<file path="config.mk">
export PLATFORM = sky130hd
export DESIGN_NAME = circular_fifo_reader
export DESIGN_NICKNAME = d
export VERILOG_FILES = /design/src/rtl/circular_fifo_pkg.sv /design/src/rtl/circular_fifo_reader.sv
export SDC_FILE = /design/constraint.sdc
export NUM_CORES = 1
export LEC_CHECK = 0
export BUFFER_PORTS_ARGS = -buffer_cell sky130_fd_sc_hd__clkbuf_2
export CAP_MARGIN = 20
export CELL_PAD_IN_SITES_DETAIL_PLACEMENT = 1
export CELL_PAD_IN_SITES_GLOBAL_PLACEMENT = 1
export CORE_AREA = 2 2 413 415
export DETAILED_ROUTE_END_ITERATION = 12
export DIE_AREA = 0 0 415 417
export PLACE_DENSITY_LB_ADDON = 0.1
export REMOVE_ABC_BUFFERS = 1
export SLEW_MARGIN = 15
export SYNTH_ARGS = -nofsm -noshare
export SYNTH_HDL_FRONTEND = slang
export SYNTH_SLANG_ARGS = --single-unit
</file>
<file path="constraint.sdc">
create_clock -name clk -period 7.8 [get_ports clk]
set_clock_uncertainty 0.2 [all_clocks]
set_input_delay 1.17 -clock clk [delete_from_list [all_inputs] [get_ports clk]]
set_output_delay 1.17 -clock clk [all_outputs]
set_load 0.02 [all_outputs]
</file>
<file path="src/rtl/circular_fifo_pkg.sv">
// Shared definitions for the circular FIFO and its reader.
//   clog       : ceil(log2(value)), constant-foldable
//   pow2_ceil  : next power of two at or above value
//   occ_width  : occupancy/forget port width for a given buffer size
//   idx_width  : word-in-frame index width (at least 1 bit)
//   rd_state_t : reader state (RUN streams words, DROP discards a frame tail)
package circular_fifo_pkg;

    localparam int unsigned FRAME_CNT_W = 16;
    localparam int unsigned DROP_CNT_W  = 8;
    localparam logic [DROP_CNT_W-1:0] DROP_CNT_MAX = '1;

    typedef enum logic {
        RUN  = 1'b0,
        DROP = 1'b1
    } rd_state_t;

    function automatic int unsigned clog(input int unsigned value);
        int unsigned result;
        result = 0;
        for (int unsigned i = 0; i < 32; i++) begin
            if ((64'd1 << i) < 64'(value)) begin
                result = i + 32'd1;
            end
        end
        return result;
    endfunction

    function automatic int unsigned pow2_ceil(input int unsigned value);
        return 32'd1 << clog(value);
    endfunction

    // Occupancy ranges 0..P inclusive, so one extra bit over log2(P).
    function automatic int unsigned occ_width(input int unsigned buffer_size);
        return clog(pow2_ceil(buffer_size)) + 32'd1;
    endfunction

    function automatic int unsigned idx_width(input int unsigned frame_words);
        return (clog(frame_words) < 32'd1) ? 32'd1 : clog(frame_words);
    endfunction

endpackage

</file>
<file path="src/rtl/circular_fifo_reader.sv">
// Consumer-side engine for the circular FIFO.
// Peeks the word at the FIFO read pointer, moves it into a registered
// valid/ready output stage and retires it through buf_forget_inc. The word
// stream is cut into FRAME_WORDS-long frames with m_last on each frame end.
// A flush discards the not-yet-fetched tail of the current frame.
//
// Ports:
//   clk, rst_n      : clock, asynchronous active-low reset
//   buf_occupancy   : words held in the FIFO (0..P)
//   buf_rdata       : word at the FIFO read pointer (combinational peek)
//   buf_forget_inc  : words the FIFO retires at this edge (combinational)
//   m_data/m_valid/m_last/m_ready : downstream stream, registered outputs
//   flush_req       : one-cycle request to drop the rest of the current frame
//   frames_sent     : frames completed downstream, wrapping
//   drop_cnt        : truncated frames, saturating
//   busy            : frame partly fetched, drop in progress, or word pending
module circular_fifo_reader
    import circular_fifo_pkg::*;
#(
    parameter int unsigned DATA_WIDTH  = 512,
    parameter int unsigned BUFFER_SIZE = 16,
    parameter int unsigned FRAME_WORDS = 4
) (
    input  logic                                  clk,
    input  logic                                  rst_n,
    input  logic [occ_width(BUFFER_SIZE)-1:0]     buf_occupancy,
    input  logic [DATA_WIDTH-1:0]                 buf_rdata,
    output logic [occ_width(BUFFER_SIZE)-1:0]     buf_forget_inc,
    output logic [DATA_WIDTH-1:0]                 m_data,
    output logic                                  m_valid,
    output logic                                  m_last,
    input  logic                                  m_ready,
    input  logic                                  flush_req,
    output logic [FRAME_CNT_W-1:0]                frames_sent,
    output logic [DROP_CNT_W-1:0]                 drop_cnt,
    output logic                                  busy
);

    localparam int unsigned OCC_W = occ_width(BUFFER_SIZE);
    localparam int unsigned IDX_W = idx_width(FRAME_WORDS);

    localparam logic [IDX_W-1:0] LAST_IDX  = IDX_W'(FRAME_WORDS - 1);
    localparam logic [OCC_W-1:0] FRAME_LEN = OCC_W'(FRAME_WORDS);

    rd_state_t               state_q, state_d;
    logic [IDX_W-1:0]        word_idx_q, word_idx_d;
    logic [OCC_W-1:0]        remaining_q, remaining_d;
    logic [DATA_WIDTH-1:0]   m_data_q, m_data_d;
    logic                    m_valid_q, m_valid_d;
    logic                    m_last_q, m_last_d;
    logic [FRAME_CNT_W-1:0]  frames_q, frames_d;
    logic [DROP_CNT_W-1:0]   drop_q, drop_d;

    logic                    handshake;
    logic                    flush_take;
    logic                    load;
    logic [OCC_W-1:0]        drop_take;
    logic [OCC_W-1:0]        forget_c;

    // State and output-stage registers.
    always_ff @(posedge clk or negedge rst_n) begin
        if (!rst_n) begin
            state_q     <= RUN;
            word_idx_q  <= '0;
            remaining_q <= '0;
            m_data_q    <= '0;
            m_valid_q   <= 1'b0;
            m_last_q    <= 1'b0;
            frames_q    <= '0;
            drop_q      <= '0;
        end else begin
            state_q     <= state_d;
            word_idx_q  <= word_idx_d;
            remaining_q <= remaining_d;
            m_data_q    <= m_data_d;
            m_valid_q   <= m_valid_d;
            m_last_q    <= m_last_d;
            frames_q    <= frames_d;
            drop_q      <= drop_d;
        end
    end

    // Next-state, output-stage update and FIFO retire count.
    always_comb begin
        state_d     = state_q;
        word_idx_d  = word_idx_q;
        remaining_d = remaining_q;
        m_data_d    = m_data_q;
        m_valid_d   = m_valid_q;
        m_last_d    = m_last_q;
        frames_d    = frames_q;
        drop_d      = drop_q;
        flush_take  = 1'b0;
        load        = 1'b0;
        drop_take   = '0;
        forget_c    = '0;

        handshake = m_valid_q && m_ready;

        // Frame completion is counted on delivery, independent of state.
        if (handshake && m_last_q) begin
            frames_d = frames_q + FRAME_CNT_W'(1);
        end

        // Draining the output stage; a load below overrides this.
        if (handshake) begin
            m_valid_d = 1'b0;
            m_last_d  = 1'b0;
        end

        case (state_q)
            RUN: begin
                // A flush only matters once part of a frame has been fetched.
                flush_take = flush_req && (word_idx_q != '0);
                load = !flush_take && (!m_valid_q || m_ready) && (buf_occupancy != '0);

                if (load) begin
                    forget_c  = OCC_W'(1);
                    m_data_d  = buf_rdata;
                    m_valid_d = 1'b1;
                    m_last_d  = (word_idx_q == LAST_IDX);
                    word_idx_d = (word_idx_q == LAST_IDX) ? '0 : word_idx_q + IDX_W'(1);
                end

                if (flush_take) begin
                    state_d     = DROP;
                    remaining_d = FRAME_LEN - OCC_W'(word_idx_q);
                end
            end

            DROP: begin
                // Retire as much of the frame tail as the FIFO currently holds.
                drop_take   = (buf_occupancy < remaining_q) ? buf_occupancy : remaining_q;
                forget_c    = drop_take;
                remaining_d = remaining_q - drop_take;

                if (remaining_d == '0) begin
                    state_d    = RUN;
                    word_idx_d = '0;
                    drop_d     = (drop_q == DROP_CNT_MAX) ? drop_q : drop_q + DROP_CNT_W'(1);
                end
            end

            default: begin
                state_d = RUN;
            end
        endcase
    end

    // The FIFO must not move while the reader is held in reset.
    assign buf_forget_inc = rst_n ? forget_c : '0;

    assign m_data      = m_data_q;
    assign m_valid     = m_valid_q;
    assign m_last      = m_last_q;
    assign frames_sent = frames_q;
    assign drop_cnt    = drop_q;
    assign busy        = (state_q == DROP) || (word_idx_q != '0) || m_valid_q;

endmodule

</file>
==> impl_metrics.csv <==
group,metric,value,unit
status,status,"finished clean",
sta,fin_crit,4.43,ns
placement,io_buffers,1064,
sta,fin_tns_setup,0,ns
setup_path,path_buf_inv,2,
floorplanning,core.rowCount,151,
clocking,cts_setup_buffers,0,
clocking,cts_tree,"built",
final_layout,nFillCells,19100,
setup_path,crit_family,"adder cells",
sta,worst_slew_pin_slew,0.998,ns
setup_path,worstReg2RegStart,"remaining_q[2]",
detailed_routing,vias_per_cell,3.28,
floorplanning,io_pins,1065,
setup_path,worst_path_max_delay_cell,"nor4_1",
detailed_routing,wl_met3,7750,um
synthesis,async_flop_share,100,%
sta,setup_viol,0,
hold_path,hold_class,"in -> async",
final_layout,utilization,18.9,%
floorplanning,die_x,415,um
synthesis,ys_ff_latch,546,
synthesis,synth_largest_area_cell,"dfrtp_1",
flow_run,drv_cap,0,
synthesis,synthCells,1274,
setup_path,cp-start-kind,"input pin",
placement,place.gp.congestion,0.807,
placement,placed_area,29200,um2
detailed_routing,highest_layer,"met5",
sta,slew_headroom,33.4,%
detailed_routing,dr_wl_met2,53000,um
power_and_ir_drop,p_leak,15.1,nW
sta,drv_slew,0,
global_routing,grt_use_total,11.4,%
synthesis,synth.avg_cell_area,16.7,um2
synthesis,synthTopCellsByCount,"546 x dfrtp_1, 416 x mux2_2, 100 x mux2_4, 43 x buf_2, 16 x inv_1",
sta,hold_violations,0,
synthesis,synth_area_leaders,"dfrtp_1 64%, mux2_2 22%, mux2_4 7.1%, buf_2 1.0%, ha_1 0.71%",
synthesis,synth_top_area_share,64.4,%
floorplanning,die_h,417,um
placement,post-place-cells,4511,
synthesis,synth_warnings,0,
global_routing,antenna_found_initial,26,
synthesis,syn_area,21200,um2
clocking,post_cts_resized,0,
setup_path,cp-startpoint,"buf_occupancy[2]",
clocking,htree_levels,3,
final_layout,final_cells,4661,
sta,grt_setup_unrepaired,"false",
setup_path,worst_setup_path_end_kind,"flop",
sta,fmax,0.226,GHz
detailed_routing,drt_iter0_drc,473,
detailed_routing,vias,15300,
clocking,clock_path_buffers,3,
power_and_ir_drop,p_per_area,492,nW/um2
clocking,cts_root_buf,"clkbuf_16",
setup_path,worstPathArrival,4.76,ns
synthesis,synthFlopType,"dfrtp_1",
floorplanning,die_area,173000,um2
detailed_routing,met1_length,37000,um
sta,worst_hold_slack,0.211,ns
setup_path,critPathRequiredTime,8.14,ns
global_routing,grt_pass1_wl,142000,um
sta,period_share,56.8,%
synthesis,synth_most_common_cell,"dfrtp_1",
clocking,clock-sinks,546,
clocking,clock_latency,0.65,ns
clocking,hold_buffers,0,
placement,post-dp-hpwl,81000,um
detailed_routing,wl_per_cell,21.7,um
synthesis,seq_area_frac_synth,64.4,%
clocking,cts_buffers,80,
detailed_routing,drcViolationCount,0,
final_layout,nets,2909,
detailed_routing,wl,101000,um
setup_path,r2r_slack,3.53,ns
clocking,path_clk_slew,0.06,ns
final_layout,final_cell_area,31900,um2
floorplanning,initial_core_util,12.6,%
final_layout,drive_above_1_share,70.7,%
detailed_routing,antenna_left,0,
global_routing,overflow,0,
synthesis,synth_edf_count,0,
global_routing,first_global_vias,17200,
power_and_ir_drop,peakVddDrop,0.000195,V
final_layout,area_delta_synth_final,50.2,%
synthesis,synthDistinctLibCells,39,
detailed_routing,first_pass_iters,4,
floorplanning,coreArea,169000,um2
global_routing,grt_max_degree,144,
setup_path,slowest_delay,0.58,ns
setup_path,criticalPathCategory,"in -> reg",
setup_path,crit_chain,"clkbuf_2 > ha_1 > a21o_1 > a31oi_1 > o21ai_1 > mux2_2 > ha_1 > fa_1 > inv_1 > a21o_1 > a21oi_1 > xnor2_1 > nor4_1 > mux2_1",
setup_path,cp_max_fo,9,
## flip-flops by register name (all words and copies together), names as in the netlist
| signal | flops |
|---|---|
| drop_cnt | 8 |
| frames_sent | 16 |
| m_data | 512 |
| m_last | 1 |
| m_valid | 1 |
| remaining_q | 5 |
| state_q | 1 |
| word_idx_q | 2 |
## cells in the final DEF (no fill, tap or decap), types with 4 or more instances in the layout
| master | count |
|---|---|
| nand2_1 | 13 |
| bufinv_16 | 5 |
| buf_4 | 9 |
| o21ai_0 | 4 |
| and3_1 | 4 |
| clkbuf_16 | 81 |
| mux2i_1 | 5 |
| buf_12 | 6 |
| ha_1 | 12 |
| mux2_2 | 416 |
| nand3_1 | 13 |
| diode_2 | 9 |
| dfrtp_1 | 546 |
| xnor2_1 | 13 |
| a21oi_1 | 6 |
| nor3_1 | 6 |
| clkbuf_1 | 16 |
| clkbuf_2 | 1063 |
| mux2_4 | 100 |
| clkbuf_8 | 19 |
| nor2_1 | 13 |
| clkinv_2 | 9 |
| nand4_1 | 4 |
| xor2_1 | 10 |
| inv_1 | 16 |
## worst paths after layout
check                             endpoint  depth (start not counted)
max in group asynchronous      m_data[410]                          3
setup / recovery               drop_cnt[1]                         14
hold / removal                  m_data[80]                          1
min in group clk           frames_sent[15]                          1
hold reg to reg            frames_sent[15]                          1
setup reg to reg               drop_cnt[1]                         14
## worst reg2reg max path: stages (launching register included)
cell and delay, ns:
dfrtp_1 0.40, inv_1 0.07, ha_1 0.30, a21o_1 0.11
a31oi_1 0.05, o21ai_1 0.46, mux2_2 0.42, ha_1 0.22
fa_1 0.43, inv_1 0.08, a21o_1 0.11, a21oi_1 0.07
xnor2_1 0.30, nor4_1 0.58, mux2_1 0.37
## cells by family after synthesis
family | Yosys count | synth area share [%]
xor+xnor | 23 | 0.949
simple gates | 68 | 1.63
mux | 522 | 29.4
buf+inv | 76 | 2.04
fa+ha+maj | 13 | 0.801
flops | 546 | 64.4
compound gates | 26 | 0.801
## metrics by stage
stage               total power, mW  setup slack (ns)
finish                         15.7              3.37
global route                   16.7              3.08
CTS                            16.1              3.18
detailed placement             12.2              2.68
global placement               12.1              2.68
floorplan                      9.99             -8.72
## layout make-up
type                    instances  area (um2)  share of cell area (%)
inverters                      16        60.1                   0.188
well taps                    2218        2780                    8.70
flip-flops and latches        546       13700                    42.8
diodes                          9        22.5                  0.0706
clock inverters                25         365                    1.15
clock buffers                 116        2350                    7.36
repair buffers               1079        5520                    17.3
multi-input cells             652        7140                    22.4
## where the power goes
part	switching [mW]	internal [mW]	leakage, nW
registers	0.821	4.26	6.49
clock network	1.49	2.27	1.33
logic	4.08	2.79	7.32
total	6.39	9.32	15.1
## routing by layer
layer,vias up,track usage (%)
li1,6738,-
met1,7789,12.5
met2,592,20.2
met3,145,4.13
met4,4,4.22
met5,-,0
No activity file was read; power rests on OpenSTA's default activity.
